==> config.mk <==
export PLATFORM = sky130hd
export DESIGN_NAME = core_cyc_ctl_flat
export DESIGN_NICKNAME = d
export VERILOG_FILES = /design/src/rtl/core_cyc_ctl_if.sv /design/src/rtl/core_cyc_ctl.sv /design/src/flat_wrapper.sv
export SDC_FILE = /design/constraint.sdc
export NUM_CORES = 1
export LEC_CHECK = 0
export CAP_MARGIN = 20
export CORE_MARGIN = 2
export CORE_UTILIZATION = 46
export DETAILED_ROUTE_END_ITERATION = 10
export PLACE_DENSITY = 0.83
export SLEW_MARGIN = 25
export SYNTH_ARGS = -nofsm -noshare
export SYNTH_HDL_FRONTEND = slang
export SYNTH_SLANG_ARGS = --single-unit
export TNS_END_PERCENT = 100
==> constraint.sdc <==
create_clock -name clk -period 1.75 [get_ports clk]
set_input_delay 0.4375 -clock clk [delete_from_list [all_inputs] [get_ports clk]]
set_output_delay 0.4375 -clock clk [all_outputs]
set_load 0.005 [all_outputs]
==> src/rtl/core_cyc_ctl_if.sv <==
// Memory-cycle controller bus: requester handshakes,
// ownership/busy status and timing pulses.
interface core_cyc_ctl_if;
    logic req0;
    logic req1;
    logic wr0;
    logic wr1;
    logic inhibit;
    logic ack0;
    logic ack1;
    logic busy;
    logic rd_p;
    logic strb_p;
    logic rs_p;
    logic wr_p;
    logic done_p;

    modport master (
        output req0, req1, wr0, wr1, inhibit,
        input  ack0, ack1, busy,
        input  rd_p, strb_p, rs_p, wr_p, done_p
    );

    modport slave (
        input  req0, req1, wr0, wr1, inhibit,
        output ack0, ack1, busy,
        output rd_p, strb_p, rs_p, wr_p, done_p
    );
endinterface

==> src/rtl/core_cyc_ctl.sv <==
// Two-requester memory-cycle controller: round-robin grant,
// then a fixed 151-clock timing sequence of one-clock pulses.
module core_cyc_ctl (
    input  logic           clk,
    input  logic           reset,
    core_cyc_ctl_if.slave  bus
);
    typedef enum logic {IDLE, CYC} state_t;

    localparam logic [7:0] T_RD   = 8'd0;
    localparam logic [7:0] T_WACC = 8'd1;
    localparam logic [7:0] T_STRB = 8'd40;
    localparam logic [7:0] T_RS   = 8'd41;
    localparam logic [7:0] T_WR   = 8'd100;
    localparam logic [7:0] T_DONE = 8'd150;

    state_t     state_q, state_d;
    logic [7:0] cnt_q, cnt_d;
    logic       sel_q, sel_d;
    logic       wl_q, wl_d;
    logic       last_q, last_d;
    logic       gnt;

    // State register; last=1 so req0 wins the first contested grant
    always_ff @(posedge clk or posedge reset) begin
        if (reset) begin
            state_q <= IDLE;
            cnt_q   <= 8'd0;
            sel_q   <= 1'b0;
            wl_q    <= 1'b0;
            last_q  <= 1'b1;
        end else begin
            state_q <= state_d;
            cnt_q   <= cnt_d;
            sel_q   <= sel_d;
            wl_q    <= wl_d;
            last_q  <= last_d;
        end
    end

    // Next state: arbitrate in IDLE, count through the cycle in CYC
    always_comb begin
        state_d = state_q;
        cnt_d   = cnt_q;
        sel_d   = sel_q;
        wl_d    = wl_q;
        last_d  = last_q;
        gnt     = 1'b0;
        unique case (state_q)
            IDLE: begin
                if (!bus.inhibit && (bus.req0 || bus.req1)) begin
                    if (bus.req0 && bus.req1) gnt = ~last_q;
                    else                      gnt = bus.req1;
                    state_d = CYC;
                    cnt_d   = 8'd0;
                    sel_d   = gnt;
                    wl_d    = gnt ? bus.wr1 : bus.wr0;
                    last_d  = gnt;
                end
            end
            CYC: begin
                if (cnt_q == T_DONE) begin
                    state_d = IDLE;
                    cnt_d   = 8'd0;
                end else begin
                    cnt_d = cnt_q + 8'd1;
                end
            end
        endcase
    end

    // Outputs decoded purely from registered state
    always_comb begin
        bus.busy   = (state_q == CYC);
        bus.ack0   = (state_q == CYC) && !sel_q;
        bus.ack1   = (state_q == CYC) &&  sel_q;
        bus.rd_p   = (state_q == CYC) && (cnt_q == T_RD);
        bus.strb_p = (state_q == CYC) && !wl_q && (cnt_q == T_STRB);
        bus.rs_p   = (state_q == CYC) &&
                     (wl_q ? (cnt_q == T_WACC) : (cnt_q == T_RS));
        bus.wr_p   = (state_q == CYC) && (cnt_q == T_WR);
        bus.done_p = (state_q == CYC) && (cnt_q == T_DONE);
    end
endmodule

==> src/flat_wrapper.sv <==
// flat-port wrapper written by rule: the top's interface ports become plain ports
module core_cyc_ctl_flat 
  (clk, reset, bus_req0, bus_req1, bus_wr0, bus_wr1, bus_inhibit, bus_ack0, bus_ack1, bus_busy, bus_rd_p, bus_strb_p, bus_rs_p, bus_wr_p, bus_done_p);
  core_cyc_ctl_if bus_i ();
  input  logic clk;
  input  logic reset;
  input wire logic [$bits(bus_i.req0)-1:0] bus_req0;
  input wire logic [$bits(bus_i.req1)-1:0] bus_req1;
  input wire logic [$bits(bus_i.wr0)-1:0] bus_wr0;
  input wire logic [$bits(bus_i.wr1)-1:0] bus_wr1;
  input wire logic [$bits(bus_i.inhibit)-1:0] bus_inhibit;
  output wire logic [$bits(bus_i.ack0)-1:0] bus_ack0;
  output wire logic [$bits(bus_i.ack1)-1:0] bus_ack1;
  output wire logic [$bits(bus_i.busy)-1:0] bus_busy;
  output wire logic [$bits(bus_i.rd_p)-1:0] bus_rd_p;
  output wire logic [$bits(bus_i.strb_p)-1:0] bus_strb_p;
  output wire logic [$bits(bus_i.rs_p)-1:0] bus_rs_p;
  output wire logic [$bits(bus_i.wr_p)-1:0] bus_wr_p;
  output wire logic [$bits(bus_i.done_p)-1:0] bus_done_p;
  assign bus_i.req0 = bus_req0;
  assign bus_i.req1 = bus_req1;
  assign bus_i.wr0 = bus_wr0;
  assign bus_i.wr1 = bus_wr1;
  assign bus_i.inhibit = bus_inhibit;
  assign bus_ack0 = bus_i.ack0;
  assign bus_ack1 = bus_i.ack1;
  assign bus_busy = bus_i.busy;
  assign bus_rd_p = bus_i.rd_p;
  assign bus_strb_p = bus_i.strb_p;
  assign bus_rs_p = bus_i.rs_p;
  assign bus_wr_p = bus_i.wr_p;
  assign bus_done_p = bus_i.done_p;
  core_cyc_ctl u_core (.clk(clk), .reset(reset), .bus(bus_i));
endmodule
==> results of run 1 <==
-- power groups by stage --
| stage | sequential (mW) | combinational (mW) | clock (mW) |
|---|---|---|---|
| 2_1_floorplan | 0.289 | 0.0152 | 0 |
| 4_1_cts | 0.285 | 0.0441 | 0.190 |
| 5_1_grt | 0.285 | 0.0501 | 0.201 |
| 3_3_place_gp | 0.290 | 0.0446 | 0 |
| 3_5_place_dp | 0.290 | 0.0455 | 0 |
| 6_report | 0.285 | 0.0456 | 0.188 |
-- metal layers --
metal | vias up | part of all wire [%] | global-route usage, %
met3 | 3 | 5.4 | 3.60
met5 | - | 0 | 0
li1 | 380 | - | -
met4 | 0 | 1.3 | 11.8
met2 | 32 | 51 | 42.0
met1 | 394 | 43 | 30.2
-- synthesized netlist by cell type, drive strengths merged --
library cell  number
dfrtp             11
mux2               3
o21a               2
o21bai             1
a2bb2oi            1
buf                3
xnor2              2
a221o              2
or4b               1
clkbuf             1
nor2b              1
inv                5
a21oi              2
nor3               4
a22o               4
and2               2
and4               1
ha                 4
nand3b             1
nand4              1
a31oi              1
a21boi             2
nor3b              1
nor2               7
dfstp              1
nand4b             2
a21o               1
nand3              8
o21ai              2
nor4               1
nand2              4
-- worst paths after layout --
path | from | endpoint | slack (ns) | cells after the start
worst max-delay path | u_core.cnt_q[5]$_DFFE_PP0P_ | bus_done_p | -0.22 | 3
worst min-delay path | reset | u_core.bus.busy$_DFF_PP0_ | 0.47 | 2
worst max register to register | u_core.cnt_q[5]$_DFFE_PP0P_ | u_core.cnt_q[7]$_DFFE_PP0P_ | 0.03 | 4
worst min register to register | u_core.last_q$_DFFE_PP1P_ | u_core.last_q$_DFFE_PP1P_ | 0.53 | 2
max in group asynchronous | reset | u_core.last_q$_DFFE_PP1P_ | 0.92 | 2
min in group clk | u_core.last_q$_DFFE_PP1P_ | u_core.last_q$_DFFE_PP1P_ | 0.53 | 2
-- final cells by class --
class	count	share of cell area [%]
well taps	16	1.71
clock buffers	4	2.24
flip-flops and latches	12	25.7
inverters	5	1.81
multi-input cells	61	42.0
repair buffers	38	26.5
-- logic make-up after synthesis --
group,Yosys count
mux,3
xor+xnor,2
buf+inv,9
fa+ha+maj,4
flops,12
simple gates,34
compound gates,18
-- state kept, by name (all words and copies together) (netlist names) --
| register | cells |
|---|---|
| u_core.bus.busy | 1 |
| u_core.last_q | 1 |
| u_core.wl_q | 1 |
| u_core.cnt_q | 8 |
| u_core.sel_q | 1 |
-- repair_timing --
action                                  in CTS  in global routing
buffers inserted                             4                  1
gates cloned                                 0                  0
resized for setup                           36                  6
pin swaps                                    7                  3
endpoints found under the setup margin       8                  9
==> impl_metrics.json, run 1 <==
{
  "nets": 132,
  "die_h_um": 45.2,
  "finalInstanceArea_mm2": 0.00117,
  "port_buffers": 14,
  "seq_area_um2": 302,
  "synth_mux_area_share_pct": 4.33,
  "ios": 15,
  "synthesis.area_um2": 781,
  "synth_top_family_by_area": "simple AND/OR/NAND/NOR gates",
  "pre_cts_slack_ns": -0.423,
  "wl_per_cell_um": 16.4,
  "rows": 14,
  "multiInputGateArea_um2": 493,
  "cp-start-kind": "flip-flop",
  "fin_ws_ns": -0.219,
  "critPathMaxFanout": 2,
  "nFillCells": 101,
  "synth-xor-area-share_pct": 2.24,
  "synthCells": 82,
  "finalHoldViolCount": 0,
  "place_area_mm2": 0.00106,
  "ys_types": 34,
  "grt_pass1_wl_mm": 3.53,
  "violations": "setup timing",
  "cp.required_ns": 1.31,
  "worstSetupEndpointType": "primary output",
  "netlist.top_cell.by_area": "dfrtp_1",
  "maxSlewViolCount": 0,
  "final_common_cell": "buf_4",
  "dieArea_mm2": 0.00204,
  "min_path_type": "in -> async",
  "drtIter0Drc": 23,
  "worstSetupPathType": "reg -> out",
  "path_cells": "or4b_4, nor3_4, buf_2",
  "synth-simple-area-share_pct": 24.0,
  "clkLatencyLatePin_ns": 0.28,
  "ys_ff_latch": 12,
  "leakage_nw": 0.528,
  "tns_ns": -0.778,
  "firstDrtPassIters": 4,
  "rsz0062_at_grt": "yes",
  "fin_util_pct": 76.1,
  "drive_gt1_share_pct": 42.5,
  "grt_max_degree": 13,
  "synth_top_area_share_pct": 35.3,
  "yosys_warnings": 0,
  "mostFrequentLayoutCells": "20 x buf_4, 11 x dfrtp_1, 6 x nand3_1, 6 x clkdlybuf4s50_1",
  "maxCapViolations": 0,
  "relSlewSlack_pct": 67.2,
  "globalplace.congestion": 0.813,
  "antenna_found_initial": 0,
  "synth_fa_ha_area_share_pct": 6.41,
  "grt_overflow": 0,
  "crit_buf_inv": 1,
  "power.switching_uw": 120,
  "cpPeakStageDelay_ns": 0.57,
  "setup_viol": 5,
  "grt_pass1_vias": 809,
  "die_x_um": 45.2,
  "clkTransAtPathRegs_ns": 0.08,
  "combinationalPowerShare_pct": 8.8,
  "fin_total_pwr_uw": 518,
  "max-vdd-ir-drop_v": 0.000331,
  "dp.cells": 127,
  "dpl.hpwl_mm": 1.40,
  "routed_wl_mm": 2.24,
  "cts_made_buffers": 3,
  "p_clk_share_pct": 36.2,
  "ant_nets": 0,
  "syn_nets": 93,
  "synthTopCellsByArea": "dfrtp_1 35%, ha_1 6.4%, nand3_1 5.1%",
  "ys_seq_area_share_pct": 38.6,
  "n_antenna_cell": 0,
  "start_util_pct": 50.6,
  "fin_crit_ns": 1.97,
  "cts_sinks": 12,
  "instances_no_fill": 136,
  "route.detailed.drc": 0,
  "status": "finished, violations left",
  "critPathArrivalTime_ns": 1.53,
  "vias": 809,
  "finClkSkew_ns": 0.00106,
  "cts_tree": "yes",
  "p_int_uw": 398,
  "synthToLayoutAreaGrowth_pct": 50.3,
  "h-tree-depth": 1,
  "tightest_slew_ns": 0.491,
  "cts_hold_buffers": 0,
  "power_switching_share_pct": 23.2,
  "fmax_mhz": 508,
  "coreArea_mm2": 0.00154,
  "holdWs_ns": 0.474,
  "routed_via_density": 5.95,
  "clockBufferDepth": 2,
  "synth_compound_area_share_pct": 18.8,
  "finalCritPeriodShare_pct": 113,
  "p_per_area_mw_per_mm2": 441,
  "p_seq_share_pct": 55.0,
  "clockRootBuffer": "clkbuf_4",
  "critPathSlowestCell": "or4b_4",
  "critPathTopFamily": "simple AND/OR/NAND/NOR gates",
  "track_usage_pct": 24.6,
  "avgSynthCellArea_um2": 9.52
}
Power figures use the tool's default switching activity.
==> run 2: changes to the inputs <==
CORE_UTILIZATION = 45   (was 46)
PLACE_DENSITY = 0.85   (was 0.83)
clock period = 1.8 ns   (was 1.75 ns; I/O delays follow)
==> run 2 against run 1 <==
Against the previous run: the flow still finishes with violations (setup timing); combinational power down 4%; sequential share of layout area is 0.36 points higher; utilization shrank 6.8 points; global-route usage down 2.0 points; critical path depth up 1; first-iteration DRC count is 39% lower.
==> impl_metrics.json, run 2 (same netlist as run 1, synthesis figures left out) <==
{
  "grt_pass1_vias": 752,
  "cpPeakStageDelay_ns": 0.48,
  "wl_per_cell_um": 15.1,
  "drtIter0Drc": 14,
  "ios": 15,
  "cp.required_ns": 1.35,
  "route.detailed.drc": 0,
  "critPathArrivalTime_ns": 1.51,
  "relSlewSlack_pct": 68.3,
  "clkLatencyLatePin_ns": 0.28,
  "setup_viol": 5,
  "track_usage_pct": 22.6,
  "worstSetupPathType": "reg -> out",
  "drive_gt1_share_pct": 41.0,
  "port_buffers": 14,
  "start_util_pct": 46.7,
  "finClkSkew_ns": 0.000571,
  "rsz0062_at_grt": "yes",
  "critPathTopFamily": "simple AND/OR/NAND/NOR gates",
  "crit_buf_inv": 2,
  "dpl.hpwl_mm": 1.47,
  "leakage_nw": 0.539,
  "mostFrequentLayoutCells": "23 x buf_4, 11 x dfrtp_1, 7 x nor2_1, 7 x clkdlybuf4s50_1, 6 x nand3_1",
  "pre_cts_slack_ns": -0.293,
  "finalCritPeriodShare_pct": 109,
  "clockBufferDepth": 2,
  "tightest_slew_ns": 0.475,
  "critPathSlowestCell": "or4b_4",
  "rows": 15,
  "cts_made_buffers": 3,
  "cts_sinks": 12,
  "firstDrtPassIters": 4,
  "globalplace.congestion": 0.799,
  "cts_tree": "yes",
  "maxCapViolations": 0,
  "vias": 822,
  "die_h_um": 45.7,
  "regMostFlops": "u_core.cnt_q",
  "violations": "setup timing",
  "largest_reg_flops": 8,
  "cts_hold_buffers": 0,
  "clockRootBuffer": "clkbuf_4",
  "path_cells": "buf_6, or4b_4, nor3_4, buf_2",
  "n_antenna_cell": 0,
  "nets": 134,
  "holdWs_ns": 0.481,
  "p_per_area_mw_per_mm2": 436,
  "clkTransAtPathRegs_ns": 0.08,
  "status": "finished, violations left",
  "worstSetupEndpointType": "primary output",
  "final_common_cell": "buf_4",
  "min_path_type": "in -> async",
  "fmax_mhz": 510,
  "routed_via_density": 5.91,
  "h-tree-depth": 1,
  "routed_wl_mm": 2.10,
  "fin_ws_ns": -0.160,
  "grt_overflow": 0,
  "synthToLayoutAreaGrowth_pct": 48.2,
  "dieArea_mm2": 0.00208,
  "grt_pass1_wl_mm": 3.29,
  "grt_max_degree": 13,
  "die_x_um": 45.7,
  "max-vdd-ir-drop_v": 0.000251,
  "fin_crit_ns": 1.96,
  "critPathMaxFanout": 2,
  "crit_start": "u_core.cnt_q[7]$_DFFE_PP0P_",
  "maxSlewViolCount": 0,
  "finalHoldViolCount": 0,
  "antenna_found_initial": 0,
  "cp-start-kind": "flip-flop",
  "worstReg2RegStart": "u_core.cnt_q[7]$_DFFE_PP0P_",
  "coreArea_mm2": 0.00167,
  "ant_nets": 0
}
## run 2: worst register-to-register path, stage by stage, from the launching register on
cell and delay [ns]:
dfrtp_1 0.37, buf_6 0.11, or4b_4 0.48, buf_4 0.15, o21a_4 0.21, a221o_1 0.29
## run 2: layout make-up
class	instances	area (um2)
sequential	12	302
clock buffer	4	26.3
fill	137	513
inverter	5	18.8
timing repair buffer	40	319
multi-input combinational	61	470
tap	17	21.3
## run 2: worst paths after layout
kind,cells past startpoint,endpoint,slack (ns)
min,2,u_core.cnt_q[7]$_DFFE_PP0P_,0.48
max in group asynchronous,2,u_core.last_q$_DFFE_PP1P_,0.97
max,4,bus_done_p,-0.16
min in group clk,1,u_core.sel_q$_DFFE_PP0P_,0.57
max reg2reg,5,u_core.cnt_q[2]$_DFFE_PP0P_,0.07
min reg2reg,1,u_core.sel_q$_DFFE_PP0P_,0.57
## run 2: report_power, final
group	leakage, nW	internal [mW]	switching (mW)
sequential	0.143	0.274	0.00311
combinational	0.381	0.0266	0.0169
clock	0.0150	0.0862	0.0980
total	0.539	0.387	0.118
## run 2: through the flow
step,instances,power (mW),setup TNS (ns),cell area (um2),utilization [%]
final,139,0.505,-0.381,1160,69.3
after global routing,139,0.529,-0.831,1160,69.3
after CTS,137,0.509,-0.376,1120,67.3
after detailed placement,129,0.327,-0.970,1070,63.9
after global placement,129,0.325,-0.750,1070,63.9
after floorplan,82,0.296,0,781,-
## run 2: routing by layer
| metal | up-vias | wire length [um] | track usage, % |
|---|---|---|---|
| li1 | 382 | - | - |
| met1 | 403 | 867 | 27.6 |
| met2 | 32 | 1090 | 38.0 |
| met3 | 5 | 102 | 3.97 |
| met4 | 0 | 38 | 11.2 |
| met5 | - | 0 | 0 |
## run 2: timing repair
action,CTS,global route
buffers inserted,4,2
pin swaps,7,3
endpoints found under the setup margin,7,6
resized for setup,28,5
